`config.mk`:
```
export PLATFORM = sky130hd
export DESIGN_NAME = cpu_sequencer
export DESIGN_NICKNAME = d
export VERILOG_FILES = /design/src/rtl/cpu_pkg.sv /design/src/rtl/cpu_sequencer_inst_class_decode.sv /design/src/rtl/cpu_sequencer.sv
export SDC_FILE = /design/constraint.sdc
export NUM_CORES = 1
export LEC_CHECK = 0
export BUFFER_PORTS_ARGS = -buffer_cell sky130_fd_sc_hd__buf_2
export CAP_MARGIN = 30
export CELL_PAD_IN_SITES_DETAIL_PLACEMENT = 0
export CELL_PAD_IN_SITES_GLOBAL_PLACEMENT = 1
export CORE_MARGIN = 10
export CORE_UTILIZATION = 33
export CTS_CLUSTER_DIAMETER = 80
export DETAILED_ROUTE_END_ITERATION = 8
export PLACE_DENSITY = 0.93
export SYNTH_ARGS = -nofsm -noshare
export SYNTH_HDL_FRONTEND = slang
export SYNTH_HIERARCHICAL = 1
export SYNTH_SLANG_ARGS = --single-unit
```
`constraint.sdc`:
```
create_clock -name clk -period 4.2 [get_ports clk]
set_clock_uncertainty 0.15 [all_clocks]
set_input_delay 0.84 -clock clk [delete_from_list [all_inputs] [get_ports clk]]
set_output_delay 0.84 -clock clk [all_outputs]
set_load 0.05 [all_outputs]
```
`src/rtl/cpu_pkg.sv`:
```
// Shared types and constants for the accumulator CPU sequencer: FSM states,
// opcode classes (IR[7:5]), ALU operation codes and jump condition codes.
package cpu_pkg;

    // FETCH is encoded as zero so the reset state reads back as all-zero.
    typedef enum logic [2:0] {
        ST_FETCH  = 3'd0,
        ST_DECODE = 3'd1,
        ST_FETCH2 = 3'd2,
        ST_MEM    = 3'd3,
        ST_WB     = 3'd4,
        ST_EXEC   = 3'd5,
        ST_JUMP   = 3'd6
    } state_e;

    // Raw opcode field values found in IR[7:5].
    localparam logic [2:0] OP_LDA   = 3'b000;
    localparam logic [2:0] OP_STA   = 3'b001;
    localparam logic [2:0] OP_ADDM  = 3'b010;
    localparam logic [2:0] OP_ANDM  = 3'b011;
    localparam logic [2:0] OP_ALU0  = 3'b100;
    localparam logic [2:0] OP_ALU1  = 3'b101;
    localparam logic [2:0] OP_JMP   = 3'b110;
    localparam logic [2:0] OP_SETDI = 3'b111;

    // Decoded instruction class; both ALU opcodes collapse into CLS_ALU.
    typedef enum logic [2:0] {
        CLS_LDA   = 3'd0,
        CLS_STA   = 3'd1,
        CLS_ADDM  = 3'd2,
        CLS_ANDM  = 3'd3,
        CLS_ALU   = 3'd4,
        CLS_JMP   = 3'd5,
        CLS_SETDI = 3'd6
    } iclass_e;

    localparam logic [2:0] ALU_ADD   = 3'b000;
    localparam logic [2:0] ALU_SUB   = 3'b001;
    localparam logic [2:0] ALU_AND   = 3'b010;
    localparam logic [2:0] ALU_OR    = 3'b011;
    localparam logic [2:0] ALU_XOR   = 3'b100;
    localparam logic [2:0] ALU_NOT   = 3'b101;
    localparam logic [2:0] ALU_SHL   = 3'b110;
    localparam logic [2:0] ALU_PASSB = 3'b111;

    localparam logic [1:0] CC_ALWAYS = 2'b00;
    localparam logic [1:0] CC_Z      = 2'b01;
    localparam logic [1:0] CC_C      = 2'b10;
    localparam logic [1:0] CC_N      = 2'b11;

    // Evaluate the index-register condition field against the current flags.
    function automatic logic cond_true(input logic [1:0] cc, input logic z,
                                       input logic c, input logic n);
        logic t;
        case (cc)
            CC_ALWAYS: t = 1'b1;
            CC_Z:      t = z;
            CC_C:      t = c;
            default:   t = n;
        endcase
        return t;
    endfunction

endpackage

```
`src/rtl/cpu_sequencer_inst_class_decode.sv`:
```
// Combinational opcode-class decoder: maps IR[7:5] to an instruction class,
// flags the two-byte instructions, and gives the ALU code used by the
// memory-operand classes in their write-back cycle.
module inst_class_decode
    import cpu_pkg::*;
(
    input  logic [2:0] op,
    output iclass_e    cls,
    output logic       two_byte,
    output logic [2:0] cls_alu
);

    // Class lookup; memory classes pick PASSB/ADD/AND for write-back.
    always_comb begin
        cls      = CLS_ALU;
        two_byte = 1'b0;
        cls_alu  = ALU_PASSB;
        case (op)
            OP_LDA:   begin cls = CLS_LDA;   two_byte = 1'b1; cls_alu = ALU_PASSB; end
            OP_STA:   begin cls = CLS_STA;   two_byte = 1'b1; cls_alu = ALU_PASSB; end
            OP_ADDM:  begin cls = CLS_ADDM;  two_byte = 1'b1; cls_alu = ALU_ADD;   end
            OP_ANDM:  begin cls = CLS_ANDM;  two_byte = 1'b1; cls_alu = ALU_AND;   end
            OP_ALU0,
            OP_ALU1:  begin cls = CLS_ALU;   two_byte = 1'b0; end
            OP_JMP:   begin cls = CLS_JMP;   two_byte = 1'b1; end
            OP_SETDI: begin cls = CLS_SETDI; two_byte = 1'b0; end
            default:  begin cls = CLS_ALU;   two_byte = 1'b0; end
        endcase
    end

endmodule

```
`src/rtl/cpu_sequencer.sv`:
```
// Multi-cycle instruction sequencer: fetches one/two-byte instructions,
// holds IR, and drives datapath strobes as Moore outputs of the FSM state
// and IR (qualified by the memory acks in request states).
module cpu_sequencer
    import cpu_pkg::*;
(
    input  logic       clk,
    input  logic       rst,
    input  logic [7:0] inst,
    input  logic       imem_ack,
    input  logic       dmem_ack,
    input  logic       z,
    input  logic       c,
    input  logic       n,
    input  logic [1:0] di_cc,
    output logic       imem_req,
    output logic       dmem_req,
    output logic       dmem_we,
    output logic       ir_ld,
    output logic       tr_hi_ld,
    output logic       tr_lo_ld,
    output logic       di_ld,
    output logic       pc_inc,
    output logic       pc_load,
    output logic [5:0] s,
    output logic [2:0] alu_cont,
    output logic       flag_ld,
    output logic       instr_done,
    output logic [2:0] state_o
);

    state_e     state_q, state_d;
    logic [7:0] ir_q, ir_d;
    // Low until the first edge after reset release, so the fetch request
    // stays quiet while reset is asserted even though the state is FETCH.
    logic       run_q, run_d;

    iclass_e    cls;
    logic       two_byte;
    logic [2:0] cls_alu;

    // Operand fields IR[3:0] are consumed by the datapath, not here.
    logic       unused_ir_low;
    assign unused_ir_low = ^ir_q[3:0];

    inst_class_decode u_dec (
        .op       (ir_q[7:5]),
        .cls      (cls),
        .two_byte (two_byte),
        .cls_alu  (cls_alu)
    );

    // State, IR and run-enable registers; reset abandons any sequence.
    always_ff @(posedge clk or negedge rst) begin
        if (!rst) begin
            state_q <= ST_FETCH;
            ir_q    <= 8'h00;
            run_q   <= 1'b0;
        end else begin
            state_q <= state_d;
            ir_q    <= ir_d;
            run_q   <= run_d;
        end
    end

    // Next-state and strobe decode; every strobe defaults low.
    always_comb begin
        state_d    = state_q;
        run_d      = 1'b1;
        imem_req   = 1'b0;
        dmem_req   = 1'b0;
        dmem_we    = 1'b0;
        ir_ld      = 1'b0;
        tr_hi_ld   = 1'b0;
        tr_lo_ld   = 1'b0;
        di_ld      = 1'b0;
        pc_inc     = 1'b0;
        pc_load    = 1'b0;
        s          = 6'b000000;
        alu_cont   = 3'b000;
        flag_ld    = 1'b0;
        instr_done = 1'b0;

        case (state_q)
            ST_FETCH: begin
                if (run_q) begin
                    imem_req = 1'b1;
                    if (imem_ack) begin
                        ir_ld   = 1'b1;
                        pc_inc  = 1'b1;
                        state_d = ST_DECODE;
                    end
                end
            end
            ST_DECODE: begin
                if (two_byte) begin
                    tr_hi_ld = 1'b1;
                    state_d  = ST_FETCH2;
                end else if (cls == CLS_SETDI) begin
                    di_ld      = 1'b1;
                    instr_done = 1'b1;
                    state_d    = ST_FETCH;
                end else begin
                    state_d = ST_EXEC;
                end
            end
            ST_FETCH2: begin
                imem_req = 1'b1;
                if (imem_ack) begin
                    tr_lo_ld = 1'b1;
                    pc_inc   = 1'b1;
                    state_d  = (cls == CLS_JMP) ? ST_JUMP : ST_MEM;
                end
            end
            ST_MEM: begin
                dmem_req = 1'b1;
                if (cls == CLS_STA) begin
                    dmem_we = 1'b1;
                    s[3]    = 1'b1;
                    s[0]    = 1'b1;
                end
                if (dmem_ack) begin
                    if (cls == CLS_STA) begin
                        instr_done = 1'b1;
                        state_d    = ST_FETCH;
                    end else begin
                        state_d = ST_WB;
                    end
                end
            end
            ST_WB: begin
                s[1]       = 1'b1;
                s[2]       = 1'b1;
                s[5]       = 1'b1;
                flag_ld    = 1'b1;
                alu_cont   = cls_alu;
                instr_done = 1'b1;
                state_d    = ST_FETCH;
            end
            ST_EXEC: begin
                s[2]       = 1'b1;
                flag_ld    = 1'b1;
                alu_cont   = ir_q[6:4];
                instr_done = 1'b1;
                state_d    = ST_FETCH;
            end
            ST_JUMP: begin
                s[4]       = 1'b1;
                pc_load    = cond_true(di_cc, z, c, n);
                instr_done = 1'b1;
                state_d    = ST_FETCH;
            end
            default: begin
                state_d = ST_FETCH;
            end
        endcase

        ir_d = ir_ld ? inst : ir_q;
    end

    assign state_o = state_q;

endmodule

```
# == Word-level counts from Yosys, hierarchy flattened ==
# Cells that the tools add are included.
# totals
mem_bits_ro,0
ram_bits,0
output_inout_bits,23
elab_cells,69
latch_bits,0
memories,0
regBits,12
# op_classes
bitwise,0
div_mod_pow,0
multipliers,0
n_mux,35
shifts,0
eq_ne,22
add_sub_neg,0
n_lt_le_gt_ge,0
n_reduce_logical,9
# ops
operator,count
$eq A3 B3 Y1 const B,9
$mux W3,8
$pmux W3 S7,1
$mux W1,18
$eq A3 B2 Y1 const B,4
$pmux W3 S2,2
$pmux W3 S4,1
$eq A3 B1 Y1 const B,3
$ne A2 B2 Y1 const B,4
$logic_not A3 Y1,2
$pmux W1 S2,3
$pmux W1 S3,2
$reduce_or A3 Y1,2
$reduce_or A5 Y1,1
$reduce_and A4 Y1,1
$reduce_or A2 Y1,2
$eq A2 B1 Y1 const B,1
$eq A2 B2 Y1 const B,1
$logic_not A2 Y1,1

# == Logic depth before layout (Yosys ltp) ==
# logic_depth
word_depth,7
mapped_depth,6
mapped_depth_nobuf,6

# == By module ==
# The synthesis kept the hierarchy.
# modules_own_cells
module,area_per_inst_um2,n_inst,seq_area_each_um2,cells_each
cpu_sequencer,666.9,1,200.2,66
inst_class_decode,61.3,1,0.0,10

# == Worst setup path before layout ==
# OpenSTA, ideal clock, no wires.
# synth_path
kind,register -> output
from,"register state_q[2], in the netlist state_o[2]"
to,output pc_load
slack_ps,683
arrival_time_ps,2527
path_buffers,1
stages_incl_launch_ff,6
cell_sequence,dfrtp_1 buf_6 inv_4 nor3b_2 o21ai_1 a21oi_1
# synth_between
elab_chain_len,2
# synth_lines
element,line_no,rtl
from (decl),cpu_sequencer.sv:32,"state_e state_q, state_d;"
from (signal assigned),cpu_sequencer.sv:60,state_q <= state_d;
$eq A3 B3 Y1,cpu_sequencer.sv:84,case (state_q)
$mux W1,cpu_sequencer.sv:84,
to (decl),cpu_sequencer.sv:24,"output logic pc_load,"
# Every way passes these cells.

# == Worst setup path in the final report ==
# layout_path
from,"register state_q[0], in the netlist state_o[0]"
to,output instr_done
# layout_between
elab_chain_len,3
word_cells_on_any_way,7
cone_classes,5 x eq/ne; 1 x mux; 1 x reduce/logical
# layout_lines
element,line_no,rtl
$eq A3 B3 Y1,cpu_sequencer.sv:84,
$reduce_or A3 Y1 (no line),n/a,
$pmux W1 S3 *,cpu_sequencer.sv:84,
to (decl),cpu_sequencer.sv:28,"output logic instr_done,"
# Every way passes the cells marked *; elsewhere a longest branch is shown, timed or not.

==> results.yml <==
outcome:
  status: "completed"
timing:
  setup_tns_ps: 0
  tightest_slew_ps: 668.1
  hold_viol: 0
  rsz0062_at_grt: "no"
  slew_violations: 0
  setup_viol: 0
  fmax_mhz: 334.5
  slew_headroom_pct: 55.46
  period_needed_ps: 2990
  fin_crit_sh_pct: 71.18
die:
  num_rows: 16
  fp.dieH_um: 66.98
  core_area_um2: 2022
  die_width_um: 66.98
  dieArea_um2: 4486
  start_util_pct: 36.01
  io_pins: 40
clock_network:
  path_clk_slew_ps: 50
  cts_tree: "built"
  ctsHoldBuffers: 0
  h-tree-depth: 1
  cts_sinks: 8
  post_cts_resized: 0
  cts_setup_buffers: 0
  cts_made_buffers: 3
  cts_max_path_buffers: 2
  root_buffer: "clkbuf_4"
  clk-insertion-delay-late_ps: 250
setup_path:
  rr_worst_depth: 6
  start_kind: "flop"
  crit_start: "state_o[0]$_DFFE_PN0P_"
  cpPeakStageDelay_ps: 770
  path_cells: "nand3_1, nor3b_2, a221o_1, buf_2"
  end_kind: "output port"
  crit_path_max_fanout: 15
  slowest_stage: "dfrtp_1"
  reg2reg_slack_ps: 2410
  cp.buffers_inverters: 1
  path_class: "flop to output port"
  required_ps: 3210
  critical_path.top_delay_family: "flip-flops"
  r2r_end: "state_o[2]$_DFFE_PN0P_"
  arrival_ps: 2000
  r2r-start: "ir_q[7]$_DFFE_PN0P_"
drt:
  drc_errors: 0
  firstDrtPassIters: 4
  dr_total_vias: 623
  final_antenna_net_count: 0
  totalWireLength_um: 1832
  vias_per_cell: 4.720
  wl_per_cell_um: 13.88
  initialDrtViolationCount: 25
placement:
  place_congestion: 0.7962
  hpwl_um: 1603
  placed_cell_area_um2: 865.8
  io_buffers: 35
final_layout:
  nFillCells: 203
  layout.nets: 124
  multi_input_area_um2: 431.7
  layout_common_cells: "buf_2, dfrtp_1, nor2_1"
  syn_to_final_growth_pct: 21.99
  diodes: 0
  final_common_cell: "buf_2"
  ff_latch_area_um2: 200.2
  drive_above_1_share_pct: 51.43
  final_core_util_pct: 43.94
  final_area_um2: 888.4
logic_synthesis:
  ys_ff_latch: 8
  ys_seq_area_share_pct: 27.49
  yosys_warnings: 6
  synthesis.area_um2: 728.2
  synth.distinct_cells: 35
  postSynthAreaPerCell_um2: 9.582
  syn_inst: 76
  syn_nets: 93
global_route:
  grt_max_degree: 16
  grt_pass1_wl_um: 3056
  grt_pass1_vias: 663
  grtUsageTotal_pct: 8.526
  antenna_found_initial: 0
  grt_overflow: 0
power:
  power_density_nw_per_um2: 961.9
  p_leak_uw: 0.0004972
  peakVddDrop_v: 0.0003407
run:
  maxCapViolations: 0
min_path:
  hp-class: "input pin to async pin"
[worst max path at each step]
stage | end | slack [ps] | cells after the start
2_1_floorplan | pc_load | 680 | 5
3_3_place_gp | instr_done | 1500 | 4
3_5_place_dp | instr_done | 1460 | 4
4_1_cts | instr_done | 1190 | 4
5_1_grt | instr_done | 1020 | 4
6_report | instr_done | 1210 | 4
[cell families after synthesis]
kind of cell           Yosys count  synth area share [%]
AO/OA/AOI/OAI                   11                 10.31
buffers and inverters           15                 13.23
flip-flops                       8                 27.49
multiplexers                     9                 15.29
other                            1                0.5150
AND/OR/NAND/NOR                 32                 33.16
[cells in the mapped netlist, drive strengths merged]
master	number	area [um^2]
nand2b	5	38.78
dfrtp	8	200.2
and3	1	6.260
o221ai	1	15.01
mux2i	4	40.04
nor3	3	25.02
clkbuf	1	3.750
o22ai	1	6.260
mux2	5	71.32
nor4	1	12.51
nand3b	3	22.52
nand3	2	10.01
a221o	1	10.01
a31oi	1	6.260
nor2	8	37.54
and2	1	6.260
inv	6	25.03
buf	8	67.56
nor2b	2	15.02
conb	1	3.750
a22oi	1	7.510
nand2	3	18.77
nor3b	2	25.02
a21oi	3	15.01
o21ai	3	15.01
nand4b	1	23.77
[area by class of cell]
type                    count  area share [%]
multi-input cells          53           48.59
flip-flops and latches      8           22.54
repair buffers             35           19.72
well taps                  27           3.803
inverters                   6           2.817
clock buffers               3           2.535
[layer usage]
layer | global-route usage, % | vias up | share of wire, %
li1 | - | 315 | -
met1 | 8.529 | 286 | 35
met2 | 15.40 | 22 | 52
met3 | 3.512 | 0 | 13
met4 | 3.077 | 0 | 0
met5 | 0 | - | 0
[registers in the layout, indices dropped and copies added (netlist names)]
register and count:
state_o 3, run_q 1, ir_q 4
[per-stage QoR]
step                      worst slack, ps  total power (uW)  std cells  hold slack [ps]
final                                1211             854.5        132            269.1
after global routing                 1016             919.0        132            268.1
after CTS                            1190             863.8        132            264.7
after detailed placement             1465             806.1        129            352.5
after global placement               1503             787.9        129            350.1
after floorplan                     682.9             717.7         76            331.1
[report_power, final]
group	switching, uW	total (uW)	internal [uW]
Combinational	397	592	195
Clock	23.1	55.5	32.5
Sequential	95.4	207	111
Total	516	854	339
(Power assumes the default switching activity.)
